$ cat config.mk
export PLATFORM = sky130hd
export DESIGN_NAME = vwiden_seq_flat
export DESIGN_NICKNAME = d
export VERILOG_FILES = /design/src/rtl/vwiden_pkg.sv /design/src/rtl/vwiden_if.sv /design/src/rtl/vwiden_slice.sv /design/src/rtl/vwiden_seq.sv /design/src/flat_wrapper.sv
export SDC_FILE = /design/constraint.sdc
export NUM_CORES = 1
export LEC_CHECK = 0
export ABC_CLOCK_PERIOD_IN_PS = 2800
export BUFFER_PORTS_ARGS = -buffer_cell sky130_fd_sc_hd__buf_2
export CAP_MARGIN = 20
export CORE_AREA = 2 2 192 194
export DETAILED_ROUTE_END_ITERATION = 8
export DIE_AREA = 0 0 194 196
export PLACE_DENSITY = 0.63
export SETUP_SLACK_MARGIN = 0.1
export SYNTH_ARGS = -nofsm -noshare
export SYNTH_HDL_FRONTEND = slang
export SYNTH_HIERARCHICAL = 1
export SYNTH_SLANG_ARGS = --single-unit
$ cat constraint.sdc
create_clock -name clk -period 2.8 [get_ports clk]
set_input_delay 0.56 -clock clk [delete_from_list [all_inputs] [get_ports clk]]
set_output_delay 0.56 -clock clk [all_outputs]
set_load 0.01 [all_outputs]
$ cat src/rtl/vwiden_pkg.sv
// Shared vALU definitions for the sequenced operand-widening stage.
package vwiden_pkg;

  typedef enum logic [1:0] {SEW_8 = 2'd0, SEW_16 = 2'd1, SEW_32 = 2'd2, SEW_64 = 2'd3} sew_e;

  typedef enum logic [0:0] {IDLE = 1'b0, EMIT = 1'b1} state_e;

  localparam logic [0:0] ST_IDLE = IDLE;
  localparam logic [0:0] ST_EMIT = EMIT;

  function automatic logic [1:0] log2_factor(input logic factor);
    return factor ? 2'd2 : 2'd1;
  endfunction

  function automatic logic [1:0] last_idx(input logic factor);
    return factor ? 2'd3 : 2'd1;
  endfunction

endpackage

$ cat src/rtl/vwiden_if.sv
// Source-beat and widened-beat handshake bundle for vwiden_seq.
interface vwiden_if #(
  parameter int DATA_WIDTH = 64,
  parameter int SEW_WIDTH  = 2,
  parameter int BE_WIDTH   = DATA_WIDTH / 8
);
  logic                  in_valid;
  logic                  in_ready;
  logic [DATA_WIDTH-1:0] in_vec0;
  logic [DATA_WIDTH-1:0] in_vec1;
  logic [SEW_WIDTH-1:0]  in_sew;
  logic                  in_factor;
  logic                  in_signed0;
  logic                  in_signed1;
  logic [BE_WIDTH-1:0]   in_be;
  logic                  in_flush;

  logic                  out_valid;
  logic                  out_ready;
  logic [DATA_WIDTH-1:0] out_vec0;
  logic [DATA_WIDTH-1:0] out_vec1;
  logic [BE_WIDTH-1:0]   out_be;
  logic [SEW_WIDTH-1:0]  out_sew;
  logic [1:0]            out_idx;
  logic                  out_last;
  logic                  out_err;

  modport master (
    output in_valid, in_vec0, in_vec1, in_sew, in_factor, in_signed0, in_signed1,
           in_be, in_flush, out_ready,
    input  in_ready, out_valid, out_vec0, out_vec1, out_be, out_sew, out_idx,
           out_last, out_err
  );

  modport slave (
    input  in_valid, in_vec0, in_vec1, in_sew, in_factor, in_signed0, in_signed1,
           in_be, in_flush, out_ready,
    output in_ready, out_valid, out_vec0, out_vec1, out_be, out_sew, out_idx,
           out_last, out_err
  );
endinterface

$ cat src/rtl/vwiden_slice.sv
// Combinational element widener: extends every SEW element of one slice to SEW*F bits.
module vwiden_slice #(
  parameter int DATA_WIDTH = 64,
  parameter int SEW_WIDTH  = 2
) (
  input  logic [DATA_WIDTH/2-1:0] slice,
  input  logic [SEW_WIDTH-1:0]    sew,
  input  logic                    factor,
  input  logic                    sgn,
  output logic [DATA_WIDTH-1:0]   wide
);
  // One candidate per (factor, sew); combinations that do not fit the word stay zero.
  logic [1:0][3:0][DATA_WIDTH-1:0] cand;

  for (genvar f = 0; f < 2; f++) begin : g_f
    for (genvar g = 0; g < 4; g++) begin : g_sew
      localparam int EW = 8 << g;
      localparam int OW = EW << (f + 1);
      localparam int NE = DATA_WIDTH / OW;
      if (NE == 0) begin : g_none
        assign cand[f][g] = '0;
      end else begin : g_ext
        for (genvar e = 0; e < NE; e++) begin : g_el
          assign cand[f][g][e*OW +: OW] =
            {{(OW-EW){sgn & slice[e*EW+EW-1]}}, slice[e*EW +: EW]};
        end
        if (NE * OW < DATA_WIDTH) begin : g_pad
          assign cand[f][g][DATA_WIDTH-1:NE*OW] = '0;
        end
      end
    end
  end

  assign wide = cand[factor][sew];

endmodule

$ cat src/rtl/vwiden_seq.sv
// Sequenced widening stage: one source beat in, F registered widened beats out.
module vwiden_seq
  import vwiden_pkg::*;
#(
  parameter int DATA_WIDTH = 64,
  parameter int SEW_WIDTH  = 2,
  parameter int BE_WIDTH   = DATA_WIDTH / 8
) (
  input logic     clk,
  input logic     rst_n,
  vwiden_if.slave bus
);
  localparam int HALF = DATA_WIDTH / 2;
  localparam int QTR  = DATA_WIDTH / 4;
  localparam int BEH  = BE_WIDTH / 2;
  localparam int BEQ  = BE_WIDTH / 4;

  logic [0:0]                 state;
  logic [1:0]                 idx;
  logic [1:0][DATA_WIDTH-1:0] hold_vec;
  logic [SEW_WIDTH-1:0]       hold_sew;
  logic                       hold_factor;
  logic [1:0]                 hold_sgn;
  logic [BE_WIDTH-1:0]        hold_be;

  logic [1:0][DATA_WIDTH-1:0] out_vec_q;
  logic [BE_WIDTH-1:0]        out_be_q;
  logic [SEW_WIDTH-1:0]       out_sew_q;
  logic                       out_last_q;
  logic                       out_err_q;

  logic emit, done, adv, rdy, acc;

  assign emit = (state == ST_EMIT);
  assign done = emit & bus.out_ready & out_last_q;
  assign adv  = emit & bus.out_ready & ~out_last_q & ~bus.in_flush;
  assign rdy  = ~bus.in_flush & (~emit | done);
  assign acc  = bus.in_valid & rdy;

  // Next beat comes from the incoming word on accept, else from the held word at idx+1.
  logic [1:0][DATA_WIDTH-1:0] src_vec;
  logic [SEW_WIDTH-1:0]       src_sew;
  logic                       src_factor;
  logic [1:0]                 src_sgn;
  logic [BE_WIDTH-1:0]        src_be;
  logic [1:0]                 src_k;

  always_comb begin
    src_vec    = hold_vec;
    src_sew    = hold_sew;
    src_factor = hold_factor;
    src_sgn    = hold_sgn;
    src_be     = hold_be;
    src_k      = idx + 2'd1;
    if (acc) begin
      src_vec    = {bus.in_vec1, bus.in_vec0};
      src_sew    = bus.in_sew;
      src_factor = bus.in_factor;
      src_sgn    = {bus.in_signed1, bus.in_signed0};
      src_be     = bus.in_be;
      src_k      = 2'd0;
    end
  end

  logic [1:0][DATA_WIDTH-1:0] wide;

  for (genvar op = 0; op < 2; op++) begin : g_op
    logic [1:0][HALF-1:0] halves;
    logic [3:0][QTR-1:0]  quarters;
    logic [HALF-1:0]      slice;
    assign halves   = src_vec[op];
    assign quarters = src_vec[op];
    assign slice    = src_factor ? HALF'(quarters[src_k]) : halves[src_k[0]];
    vwiden_slice #(.DATA_WIDTH(DATA_WIDTH), .SEW_WIDTH(SEW_WIDTH)) u_slice (
      .slice  (slice),
      .sew    (src_sew),
      .factor (src_factor),
      .sgn    (src_sgn[op]),
      .wide   (wide[op])
    );
  end

  logic [1:0][BEH-1:0] be_h;
  logic [3:0][BEQ-1:0] be_q;
  logic [BE_WIDTH-1:0] be2, be4;
  assign be_h = src_be;
  assign be_q = src_be;

  for (genvar j = 0; j < BEH; j++) begin : g_be2
    assign be2[2*j +: 2] = {2{be_h[src_k[0]][j]}};
  end
  for (genvar j = 0; j < BEQ; j++) begin : g_be4
    assign be4[4*j +: 4] = {4{be_q[src_k][j]}};
  end

  logic [SEW_WIDTH:0] sew_sum;
  logic               src_err, src_last;
  assign sew_sum  = {1'b0, src_sew} + (SEW_WIDTH+1)'(log2_factor(src_factor));
  assign src_err  = sew_sum > (SEW_WIDTH+1)'(SEW_64);
  assign src_last = src_err | (src_k == last_idx(src_factor));

  always_ff @(posedge clk or negedge rst_n) begin
    if (!rst_n) begin
      hold_vec    <= '0;
      hold_sew    <= '0;
      hold_factor <= 1'b0;
      hold_sgn    <= '0;
      hold_be     <= '0;
    end else if (acc) begin
      hold_vec    <= {bus.in_vec1, bus.in_vec0};
      hold_sew    <= bus.in_sew;
      hold_factor <= bus.in_factor;
      hold_sgn    <= {bus.in_signed1, bus.in_signed0};
      hold_be     <= bus.in_be;
    end
  end

  // Flush has priority over any handshake seen in the same cycle.
  always_ff @(posedge clk or negedge rst_n) begin
    if (!rst_n) begin
      state      <= ST_IDLE;
      idx        <= '0;
      out_vec_q  <= '0;
      out_be_q   <= '0;
      out_sew_q  <= '0;
      out_last_q <= 1'b0;
      out_err_q  <= 1'b0;
    end else if (bus.in_flush) begin
      state      <= ST_IDLE;
      idx        <= '0;
      out_vec_q  <= '0;
      out_be_q   <= '0;
      out_sew_q  <= '0;
      out_last_q <= 1'b0;
      out_err_q  <= 1'b0;
    end else if (acc || adv) begin
      state      <= ST_EMIT;
      idx        <= src_k;
      out_vec_q  <= src_err ? '0 : wide;
      out_be_q   <= src_err ? '0 : (src_factor ? be4 : be2);
      out_sew_q  <= src_err ? src_sew : sew_sum[SEW_WIDTH-1:0];
      out_last_q <= src_last;
      out_err_q  <= src_err;
    end else if (done) begin
      state      <= ST_IDLE;
      idx        <= '0;
      out_vec_q  <= '0;
      out_be_q   <= '0;
      out_sew_q  <= '0;
      out_last_q <= 1'b0;
      out_err_q  <= 1'b0;
    end
  end

  assign bus.in_ready  = rdy;
  assign bus.out_valid = emit;
  assign bus.out_vec0  = out_vec_q[0];
  assign bus.out_vec1  = out_vec_q[1];
  assign bus.out_be    = out_be_q;
  assign bus.out_sew   = out_sew_q;
  assign bus.out_idx   = idx;
  assign bus.out_last  = out_last_q;
  assign bus.out_err   = out_err_q;

endmodule

$ cat src/flat_wrapper.sv
// flat-port wrapper written by rule: the top's interface ports become plain ports
module vwiden_seq_flat import vwiden_pkg::*;
#(
  parameter int DATA_WIDTH = 64,
  parameter int SEW_WIDTH  = 2,
  parameter int BE_WIDTH   = DATA_WIDTH / 8
)
  (clk, rst_n, bus_in_valid, bus_in_vec0, bus_in_vec1, bus_in_sew, bus_in_factor, bus_in_signed0, bus_in_signed1, bus_in_be, bus_in_flush, bus_out_ready, bus_in_ready, bus_out_valid, bus_out_vec0, bus_out_vec1, bus_out_be, bus_out_sew, bus_out_idx, bus_out_last, bus_out_err);
  vwiden_if #(.DATA_WIDTH(DATA_WIDTH), .SEW_WIDTH(SEW_WIDTH), .BE_WIDTH(BE_WIDTH)) bus_i ();
  input logic clk;
  input logic rst_n;
  input wire logic [$bits(bus_i.in_valid)-1:0] bus_in_valid;
  input wire logic [$bits(bus_i.in_vec0)-1:0] bus_in_vec0;
  input wire logic [$bits(bus_i.in_vec1)-1:0] bus_in_vec1;
  input wire logic [$bits(bus_i.in_sew)-1:0] bus_in_sew;
  input wire logic [$bits(bus_i.in_factor)-1:0] bus_in_factor;
  input wire logic [$bits(bus_i.in_signed0)-1:0] bus_in_signed0;
  input wire logic [$bits(bus_i.in_signed1)-1:0] bus_in_signed1;
  input wire logic [$bits(bus_i.in_be)-1:0] bus_in_be;
  input wire logic [$bits(bus_i.in_flush)-1:0] bus_in_flush;
  input wire logic [$bits(bus_i.out_ready)-1:0] bus_out_ready;
  output wire logic [$bits(bus_i.in_ready)-1:0] bus_in_ready;
  output wire logic [$bits(bus_i.out_valid)-1:0] bus_out_valid;
  output wire logic [$bits(bus_i.out_vec0)-1:0] bus_out_vec0;
  output wire logic [$bits(bus_i.out_vec1)-1:0] bus_out_vec1;
  output wire logic [$bits(bus_i.out_be)-1:0] bus_out_be;
  output wire logic [$bits(bus_i.out_sew)-1:0] bus_out_sew;
  output wire logic [$bits(bus_i.out_idx)-1:0] bus_out_idx;
  output wire logic [$bits(bus_i.out_last)-1:0] bus_out_last;
  output wire logic [$bits(bus_i.out_err)-1:0] bus_out_err;
  assign bus_i.in_valid = bus_in_valid;
  assign bus_i.in_vec0 = bus_in_vec0;
  assign bus_i.in_vec1 = bus_in_vec1;
  assign bus_i.in_sew = bus_in_sew;
  assign bus_i.in_factor = bus_in_factor;
  assign bus_i.in_signed0 = bus_in_signed0;
  assign bus_i.in_signed1 = bus_in_signed1;
  assign bus_i.in_be = bus_in_be;
  assign bus_i.in_flush = bus_in_flush;
  assign bus_i.out_ready = bus_out_ready;
  assign bus_in_ready = bus_i.in_ready;
  assign bus_out_valid = bus_i.out_valid;
  assign bus_out_vec0 = bus_i.out_vec0;
  assign bus_out_vec1 = bus_i.out_vec1;
  assign bus_out_be = bus_i.out_be;
  assign bus_out_sew = bus_i.out_sew;
  assign bus_out_idx = bus_i.out_idx;
  assign bus_out_last = bus_i.out_last;
  assign bus_out_err = bus_i.out_err;
  vwiden_seq #(.DATA_WIDTH(DATA_WIDTH), .SEW_WIDTH(SEW_WIDTH), .BE_WIDTH(BE_WIDTH)) u_core (.clk(clk), .rst_n(rst_n), .bus(bus_i));
endmodule
==> results of run 1 <==
## critical path, stage by stage (launching register included)
cell,delay [ns]
dfrtp_2,0.46
buf_12,0.19
inv_2,0.23
o21ai_4,0.13
buf_4,0.22
nor2_1,0.19
a211oi_2,0.08
a211o_1,0.32
a31oi_4,0.31
a21oi_1,0.12
a22o_1,0.21
## sequential cells by signal, summed over array words and instances (netlist names)
register	cells
u_core/hold_be	8
u_core/hold_vec	128
u_core/bus.out_sew	2
u_core/hold_factor	1
u_core/bus.out_idx	2
u_core/bus.out_last	1
u_core/hold_sgn	2
u_core/bus.out_vec1	64
u_core/bus.out_vec0	64
u_core/bus.out_be	4
u_core/bus.out_valid	1
u_core/bus.out_err	1
u_core/hold_sew	2
## power breakdown
part           internal, W  total [W]  leakage (nW)  switching [W]
Clock              0.00227    0.00394         0.488        0.00167
Sequential         0.00459    0.00497          3.65       0.000382
Combinational      0.00166    0.00396          5.41        0.00231
Total              0.00851     0.0129          9.55        0.00436
## Yosys cell counts (all sizes together) (5+ instances only)
master,number,share of area (%)
mux2,5,0.41
o221ai,10,0.60
inv,41,1.1
and2,18,0.79
buf,116,4.8
a211oi,33,2.6
mux2i,83,5.7
o21ai,56,2.0
nand2,428,11
a211o,24,1.4
and2b,8,0.46
clkbuf,22,0.58
a21oi,50,1.7
a21boi,7,0.49
nand2b,5,0.21
nor2,45,1.2
a21o,18,1.0
o2111ai,45,2.7
nor2b,21,0.95
a22o,129,7.7
a31oi,18,0.97
dfrtp,280,48
## worst paths after layout
| path | from | slack [ns] | to |
|---|---|---|---|
| min in group asynchronous | rst_n | 0.53 | u_core/bus.out_vec1[21] |
| max reg2reg | u_core/bus.out_idx[0] | 0.22 | u_core/bus.out_vec0[43] |
| min reg2reg | u_core/hold_vec[73] | 0.48 | u_core/hold_vec[73] |
| min | bus_in_vec0[44] | 0.19 | u_core/hold_vec[44] |
| max in group asynchronous | rst_n | 1.42 | u_core/hold_vec[20] |
| max | u_core/bus.out_idx[0] | 0.22 | u_core/bus.out_vec0[43] |
## layer usage
metal | global-route usage (%) | part of all wire [%]
met1 | 35.6 | 45
met2 | 38.7 | 45
met3 | 2.80 | 6.4
met5 | 0 | 0
met4 | 9.46 | 3.6
## final cells by class
cell class              count  area, um^2  share of cell area, %
flip-flops and latches    280        7010                   38.3
multi-input cells        1060        6800                   37.2
repair buffers            424        2760                   15.1
clock buffers              48         930                   5.08
well taps                 468         586                   3.20
inverters                  41         161                  0.882
clock inverters             8        47.5                  0.260
diodes                      3        7.51                 0.0410
## logic make-up (layout without fill, tap and decap cells)
| kind of cell | Yosys count | after routing | synth area share [%] |
|---|---|---|---|
| compound gates | 408 | 408 | 22.5 |
| xor+xnor | 2 | 2 | 0.120 |
| fa+ha+maj | 2 | 2 | 0.222 |
| buf+inv | 179 | 521 | 6.43 |
| flops | 280 | 280 | 47.8 |
| mux | 91 | 91 | 6.54 |
| other cells | 0 | 3 | 0 |
| simple gates | 557 | 557 | 16.3 |
## per-stage QoR
stage               std cells  setup WS [ns]  setup TNS, ns  hold WS, ns
floorplan                1519         -0.138         -11.66        0.264
global placement         2272        -0.0723         -0.840        0.458
detailed placement       2272        -0.0950          -1.77        0.462
CTS                      2329          0.210              0        0.168
global route             2332          0.104              0        0.181
finish                   2332          0.216              0        0.194
## repair_timing
| action | CTS | global route |
|---|---|---|
| resized for setup | 2 | 4 |
| endpoints found under the hold margin | 50 | 0 |
| setup endpoints to repair | 5 | 22 |
| hold buffers | 1 | 0 |
| pin swaps | 0 | 2 |
==> impl_metrics.yaml, run 1 <==
status:
  outcome: "completed"
routing:
  viasPerCell: 5.55
  first_pass_iters: 5
  wirelength_mm: 48.2
  routed-via-count: 12900
  initialDrtViolationCount: 1073
  drc: 0
  ant_nets: 0
  wl_per_cell_um: 20.7
sta:
  finClkSkew_ns: 0.0154
  fmax_ghz: 0.387
  setup_violations: 0
  drv_slew: 0
  rsz0062_at_grt: "no"
  slew_headroom_pct: 59.9
  hold_viol: 0
  period_share_pct: 92.3
  period_needed_ns: 2.58
  tightest_slew_ns: 0.601
logic_synthesis:
  synth_cells: 1519
  synth-seq-area-share_pct: 47.8
  syn-cell-area_um2: 14600
  ys_ff_latch: 280
  synth_flop_cell: "dfrtp_1"
  synth_warnings: 6
  syn_area_per_cell_um2: 9.64
  netlist-cell-type-count: 75
  synthArstFlopShare_pct: 100
  syn_nets: 1667
  synth-edff-count: 0
worst_setup_path:
  reg2regPathDepth: 10
  cp_max_fo: 36
  cp.required_ns: 3.25
  crit_path_start_kind: "register"
  path_class: "reg -> reg"
  cp-end-kind: "register"
  arrival_ns: 3.03
global_routing:
  antenna_found_initial: 3
  grt_max_degree: 61
  grt_first_pass_wirelength_mm: 74.4
  grt-ovfl-total: 0
  grt_util_all_layers_pct: 24.8
  grt_pass1_vias: 12700
layout:
  nNetsFinal: 1986
  final_area_um2: 18300
  final_common_cell: "nand2_1"
  fillers: 3363
  drive_gt1_share_pct: 30.7
  final_util_pct: 50.7
  area_growth_pct: 25.0
  final_cell_mix: "nand2_1 (426), buf_2 (288), dfrtp_1 (279)"
clock_network:
  cts_setup_buffers: 0
  cts-htree-levels: 1
  clk-insertion-delay-late_ns: 0.56
  cts_tree: "done"
  clockBufferDepth: 3
  cts_made_buffers: 31
  cts_sinks: 280
  clkTransAtPathRegs_ns: 0.06
  clockRootBuffer: "clkbuf_16"
floorplanning:
  rows: 70
  die_h_um: 196
  die_x_um: 194
  start_util_pct: 40.6
  coreArea_um2: 36100
  ios: 290
  die_area_um2: 38000
pwr:
  p_total_w: 0.0129
  ir_worst_vdd_uv: 461
  p_leak_nw: 9.55
  powerDensity_nw_per_um2: 703
run:
  cap_violations: 0
placed_design:
  gp_congestion: 0.897
  dp_hpwl_mm: 35.3
  placed_area_um2: 17300
  portBuffers: 289
hold_path:
  min_path_type: "in -> reg"
  min_path_cells: 3
Power figures use the tool's default switching activity.
==> run 2, diff against run 1 <==
Settings changed: ABC_AREA set to 1, CORE_AREA 2 2 192 194 to 2 2 204 186, DIE_AREA 0 0 194 196 to 0 0 206 188, GPL_TIMING_DRIVEN set to 0.
==> run 2 against run 1 <==
Non-clock buffer count rose by 63; combinational power is 130% higher; critical endpoint is now u_core/bus.out_vec1[58]; total power increased by 48%; core utilization grew 2.2 points; register-to-register slack worse by 0.12 ns; worst hold slack lost 0.039 ns; clock skew increased by 0.015 ns; largest power group is now combinational cells.
==> impl_metrics.yaml, run 2 <==
status:
  outcome: "completed"
routing:
  drc: 0
  first_pass_iters: 6
  wirelength_mm: 56.2
  ant_nets: 0
  routed-via-count: 15100
  viasPerCell: 5.37
  wl_per_cell_um: 20.0
  initialDrtViolationCount: 1425
logic_synthesis:
  yosysMostFrequentCell: "nand2_1"
  synthTopCellsByCount: "nand2_1 (717), dfrtp_1 (280), inv_1 (172)"
  synth-seq-area-share_pct: 47.0
  syn_area_per_cell_um2: 7.72
  ys_ff_latch: 280
  syn-cell-area_um2: 14900
  netlist_top_cells_area: "dfrtp_1 (47%), nand2_1 (18%), a22o_1 (7.5%), o21ai_0 (5.7%), inv_1 (4.3%)"
  synth_cells: 1931
  synthArstFlopShare_pct: 100
  synth_top_area_cell: "dfrtp_1"
  synth_warnings: 6
  syn_nets: 2079
  synth_flop_cell: "dfrtp_1"
  yosysTopAreaCellShare_pct: 47.0
  synth-edff-count: 0
  netlist-cell-type-count: 26
run:
  cap_violations: 0
placed_design:
  placed_area_um2: 17100
  dp_cells: 2705
  portBuffers: 289
  pre_cts_ws_ns: -1.17
  gp_congestion: 0.940
  dp_hpwl_mm: 41.6
worst_setup_path:
  cp.required_ns: 3.31
  reg2reg_from: "u_core/bus.out_last"
  crit_path_start_kind: "register"
  slowest_stage: "dfrtp_1"
  slowest_delay_ns: 0.39
  arrival_ns: 3.22
  reg2regPathDepth: 17
  critPathCapture: "u_core/bus.out_vec1[58]"
  crit_start: "u_core/bus.out_last"
  cp_cell_sequence: "nand2_2, nand2_4, nand3_4, buf_12, buf_6, o21ai_4, buf_6, inv_4, buf_12, inv_2, nand3_2, nor2_2, nor2_2, a21oi_4, buf_12, buf_4, a22o_1"
  ff2ff_setup_slack_ns: 0.09
  cp-end-kind: "register"
  cp_max_fo: 18
  path_class: "reg -> reg"
  reg2reg_to: "u_core/bus.out_vec1[58]"
  crit_top_cell: "buf_12"
layout:
  seqCellArea_um2: 7010
  final_cell_mix: "nand2_1 (690), buf_2 (333), dfrtp_1 (279)"
  finalNonFillerCells: 2814
  final_common_cell: "nand2_1"
  final_area_um2: 19400
  largest_reg_flops: 128
  drive_gt1_share_pct: 27.7
  nNetsFinal: 2452
  fillers: 3574
  area_growth_pct: 30.3
  largest_register: "u_core/hold_vec"
  multi_input_area_um2: 6900
sta:
  hold_viol: 0
  finClkSkew_ns: 0.0301
  period_needed_ns: 2.71
  hold_slack_ns: 0.155
  tightest_slew_ns: 0.680
  worst_slack_ns: 0.0925
  fmax_ghz: 0.369
  period_share_pct: 96.7
  rsz0062_at_grt: "yes"
  setup_violations: 0
  tns_ns: 0
  drv_slew: 0
  slew_headroom_pct: 54.6
floorplanning:
  rows: 67
  coreArea_um2: 36700
  die_h_um: 188
  ios: 290
  start_util_pct: 40.6
  die_area_um2: 38700
  die_x_um: 206
global_routing:
  grt_pass1_vias: 14500
  grt-ovfl-total: 0
  grt_first_pass_wirelength_mm: 84.7
  grt_util_all_layers_pct: 28.5
  antenna_found_initial: 3
  grt_max_degree: 118
clock_network:
  clockRootBuffer: "clkbuf_16"
  clockBufferDepth: 3
  clk-insertion-delay-late_ns: 0.60
  clkTransAtPathRegs_ns: 0.06
  cts_tree: "done"
  cts_sinks: 280
  cts-htree-levels: 1
  cts_made_buffers: 31
pwr:
  p_leak_nw: 10.8
  ir_worst_vdd_uv: 470
  powerDensity_nw_per_um2: 978
hold_path:
  min_path_type: "in -> reg"
run 2: critical path, delay by kind of cell (launching register included):
kind            cells  cell delay (ns)
buf+inv             8             1.10
simple gates        6             0.68
compound gates      3             0.44
flops               1             0.39
run 2: worst min path at each step:
stage                           end  cells past startpoint               start  slack [ns]
6_report       u_core/hold_vec[123]                      3     bus_in_vec1[59]        0.15
3_3_place_gp     u_core/bus.out_err                      2  u_core/bus.out_err        0.46
5_1_grt         u_core/hold_vec[57]                      3     bus_in_vec0[57]        0.16
4_1_cts        u_core/hold_vec[120]                      3     bus_in_vec1[56]        0.13
2_1_floorplan  u_core/bus.out_be[1]                      0               rst_n        0.26
3_5_place_dp      u_core/hold_be[0]                      2   u_core/hold_be[0]        0.46
run 2: area by class of cell:
cell class / instances / area share, %
repair buffers: 341 / 10.1
plain buffers: 146 / 6.08
clock buffers: 42 / 4.52
multi-input cells: 1324 / 35.5
clock inverters: 15 / 0.960
diodes: 3 / 0.0387
inverters: 180 / 3.57
well taps: 483 / 3.11
flip-flops and latches: 280 / 36.1
run 2: metrics by stage:
stage                     total power (W)  util, %
after floorplan                    0.0106        -
after global placement             0.0131     46.4
after global routing               0.0201     52.9
after CTS                          0.0184     51.7
after detailed placement           0.0132     46.5
final                              0.0190     52.9
run 2: metal layers:
layer	routed length, um	vias to the layer above	track usage, %
met5	0	-	0
met4	2240	0	10.5
met3	4300	126	4.41
met2	25200	659	43.5
met1	24500	7265	40.8
li1	-	7064	-
run 2: where the power goes:
group / internal [W] / switching [W] / total (W)
sequential: 0.00500 / 0.000455 / 0.00545
combinational: 0.00326 / 0.00595 / 0.00921
clock: 0.00255 / 0.00177 / 0.00433
run 2: logic make-up after synthesis:
kind of cell / synth area share (%)
buffers and inverters: 9.68
adder cells (fa/ha/maj): 0.218
AO/OA/AOI/OAI: 19.6
flip-flops: 47.0
XOR/XNOR: 0.0588
AND/OR/NAND/NOR: 23.4
run 2: repair_timing:
action,CTS,global route
gates resized for setup,170,121
setup endpoints to repair,134,131
hold buffers,1,0
endpoints found under the hold margin,57,0
gates cloned,1,1
setup buffers,32,15
pin swaps,19,29
==> run 3, diff against run 2 <==
Settings changed: CORE_AREA 2 2 204 186 to 2 2 159 239, DIE_AREA 0 0 206 188 to 0 0 161 241.
==> run 3 against run 2 <==
The flow now finishes with violations (negative setup slack); flip-flop and latch count unchanged; wire length up 3.8%; worst hold slack worse by 0.0054 ns; clock-buffer cell count down 6; total power up 3.2%; sequential power about the same; first-iteration DRC count down 25%; core utilization up 1.5 points; maximum frequency down 4.2%; critical path type unchanged; critical endpoint is now u_core/bus.out_vec1[61]; largest cell class is now multi-input gates; largest power group unchanged.
==> impl_metrics.yaml, run 3 (same netlist as run 2, synthesis figures left out) <==
global_routing:
  grt_util_all_layers_pct: 29.3
  grt_first_pass_wirelength_mm: 86.6
  grt_max_degree: 115
  grt_pass1_vias: 15100
  antenna_found_initial: 0
  grt-ovfl-total: 0
worst_setup_path:
  cp-end-kind: "register"
  cp_max_fo: 19
  cp.required_ns: 3.27
  path_class: "reg -> reg"
  crit_path_start_kind: "register"
  arrival_ns: 3.30
  reg2regPathDepth: 15
hold_path:
  min_path_cells: 3
  min_path_type: "in -> reg"
routing:
  first_pass_iters: 7
  wirelength_mm: 58.3
  ant_nets: 0
  drc: 0
  routed-via-count: 15100
  viasPerCell: 5.32
  initialDrtViolationCount: 1067
  wl_per_cell_um: 20.6
layout:
  largest_reg_flops: 128
  final_common_cell: "nand2_1"
  nNetsFinal: 2479
  drive_gt1_share_pct: 29.3
  largest_register: "u_core/hold_vec"
  area_growth_pct: 33.6
  finalNonFillerCells: 2837
  final_cell_mix: "nand2_1 (682), buf_2 (334), dfrtp_1 (279)"
  antenna_cells: 0
clock_network:
  cts_sinks: 280
  clkTransAtPathRegs_ns: 0.06
  cts_made_buffers: 29
  cts-htree-levels: 1
  cts_tree: "done"
  clockRootBuffer: "clkbuf_16"
  clockBufferDepth: 3
  clk-insertion-delay-late_ns: 0.60
floorplanning:
  die_h_um: 241
  rows: 86
  start_util_pct: 40.7
  ios: 290
  coreArea_um2: 36600
  die_area_um2: 38800
  die_x_um: 161
sta:
  setup_violations: 22
  drv_slew: 0
  hold_viol: 0
  period_share_pct: 101
  rsz0062_at_grt: "yes"
  fmax_ghz: 0.354
  slew_headroom_pct: 57.9
  worst_slack_ns: -0.0262
  period_needed_ns: 2.83
  finClkSkew_ns: 0.0278
  tightest_slew_ns: 0.631
pwr:
  p_switching_w: 0.00863
  clkPwrFrac_pct: 21.0
  power_frac_comb_pct: 51.3
  p_leak_nw: 11.0
  powerDensity_nw_per_um2: 985
  p_int_w: 0.0110
  ir_worst_vdd_uv: 557
  p_seq_share_pct: 27.7
  p_total_w: 0.0196
  netSwitchingFraction_pct: 44.1
placed_design:
  portBuffers: 289
  gp_congestion: 0.976
  dp_cells: 2706
  dp_hpwl_mm: 42.9
run:
  cap_violations: 0
status:
  violations: "negative setup slack"
  outcome: "finished with violations"
## run 3: cell types whose count changed in the layout (fill, tap and decap cells not counted), moves of 4 or more
cell and delta:
a21oi_2 -5, nand2_1 -8, clkbuf_8 -4, inv_4 +5, buf_4 +14, nand3_2 +8, inv_2 -4, nand3_4 +4
nand3_1 -12, nand2_2 -4, nand2_4 +11, nor2_2 -4
## run 3: layout make-up
class / count / area (um^2)
buffer: 146 / 1190
clock buffer: 36 / 782
clock inverter: 17 / 209
fill: 3548 / 16700
inverter: 180 / 713
multi-input combinational: 1324 / 7120
sequential: 280 / 7010
tap: 484 / 606
timing repair buffer: 370 / 2280
## run 3: path summary, 6_finish.rpt
path                                     start                      end  slack [ns]
min                            bus_in_vec1[61]     u_core/hold_vec[125]        0.15
max in group asynchronous                rst_n     u_core/bus.out_valid        1.24
min in group asynchronous                rst_n     u_core/hold_vec[116]        0.50
max reg2reg                u_core/bus.out_last  u_core/bus.out_vec1[61]       -0.03
max                        u_core/bus.out_last  u_core/bus.out_vec1[61]       -0.03
min reg2reg                  u_core/hold_be[0]        u_core/hold_be[0]        0.47
## run 3: routing by layer
| layer | GRT usage, % | routed length [um] |
|---|---|---|
| met1 | 32.8 | 21700 |
| met2 | 53.7 | 30000 |
| met3 | 2.89 | 2790 |
| met4 | 18.2 | 3880 |
| met5 | 0 | 0 |
## run 3: stage by stage
| stage | TNS, ns | hold WS, ns | cell area, um^2 | worst slack [ns] | utilization [%] |
|---|---|---|---|---|---|
| 6_report | -0.180 | 0.149 | 19900 | -0.0262 | 54.4 |
| 5_1_grt | -5.01 | 0.155 | 19900 | -0.0769 | 54.4 |
| 4_1_cts | 0 | 0.136 | 19100 | 0.00691 | 52.3 |
| 3_5_place_dp | -107.19 | 0.461 | 17100 | -1.02 | 46.7 |
| 3_3_place_gp | -1247.58 | 0.456 | 17000 | -4.13 | 46.5 |
| 2_1_floorplan | 0 | 0.264 | 15000 | 0.0727 | - |
## run 3: repair_timing
item / 4_1_cts / 5_1_grt
setup buffers: 42 / 28
cloned: 3 / 5
pin swaps: 33 / 34
hold buffers: 1 / 0
hold endpoints to repair: 67 / 0
setup endpoints to repair: 134 / 133
resized for setup: 195 / 150
## run 3: power by group through the flow
stage / logic (W) / registers (W) / clock network [W]
after detailed placement: 0.00799 / 0.00548 / 0
final: 0.0101 / 0.00543 / 0.00411
after floorplan: 0.00506 / 0.00549 / 0
after global placement: 0.00792 / 0.00547 / 0
after global routing: 0.0109 / 0.00552 / 0.00434
after CTS: 0.00907 / 0.00542 / 0.00417
## run 3: worst max-delay path, stage by stage, from the launching register on
cell,delay [ns]
dfrtp_1,0.40
nand2_2,0.09
nand2_4,0.08
nand3_4,0.16
buf_12,0.21
buf_6,0.17
o21a_1,0.24
inv_4,0.11
ha_4,0.13
inv_1,0.04
fa_2,0.36
nand2_4,0.11
clkinv_8,0.10
buf_12,0.16
clkbuf_16,0.16
a22o_1,0.18
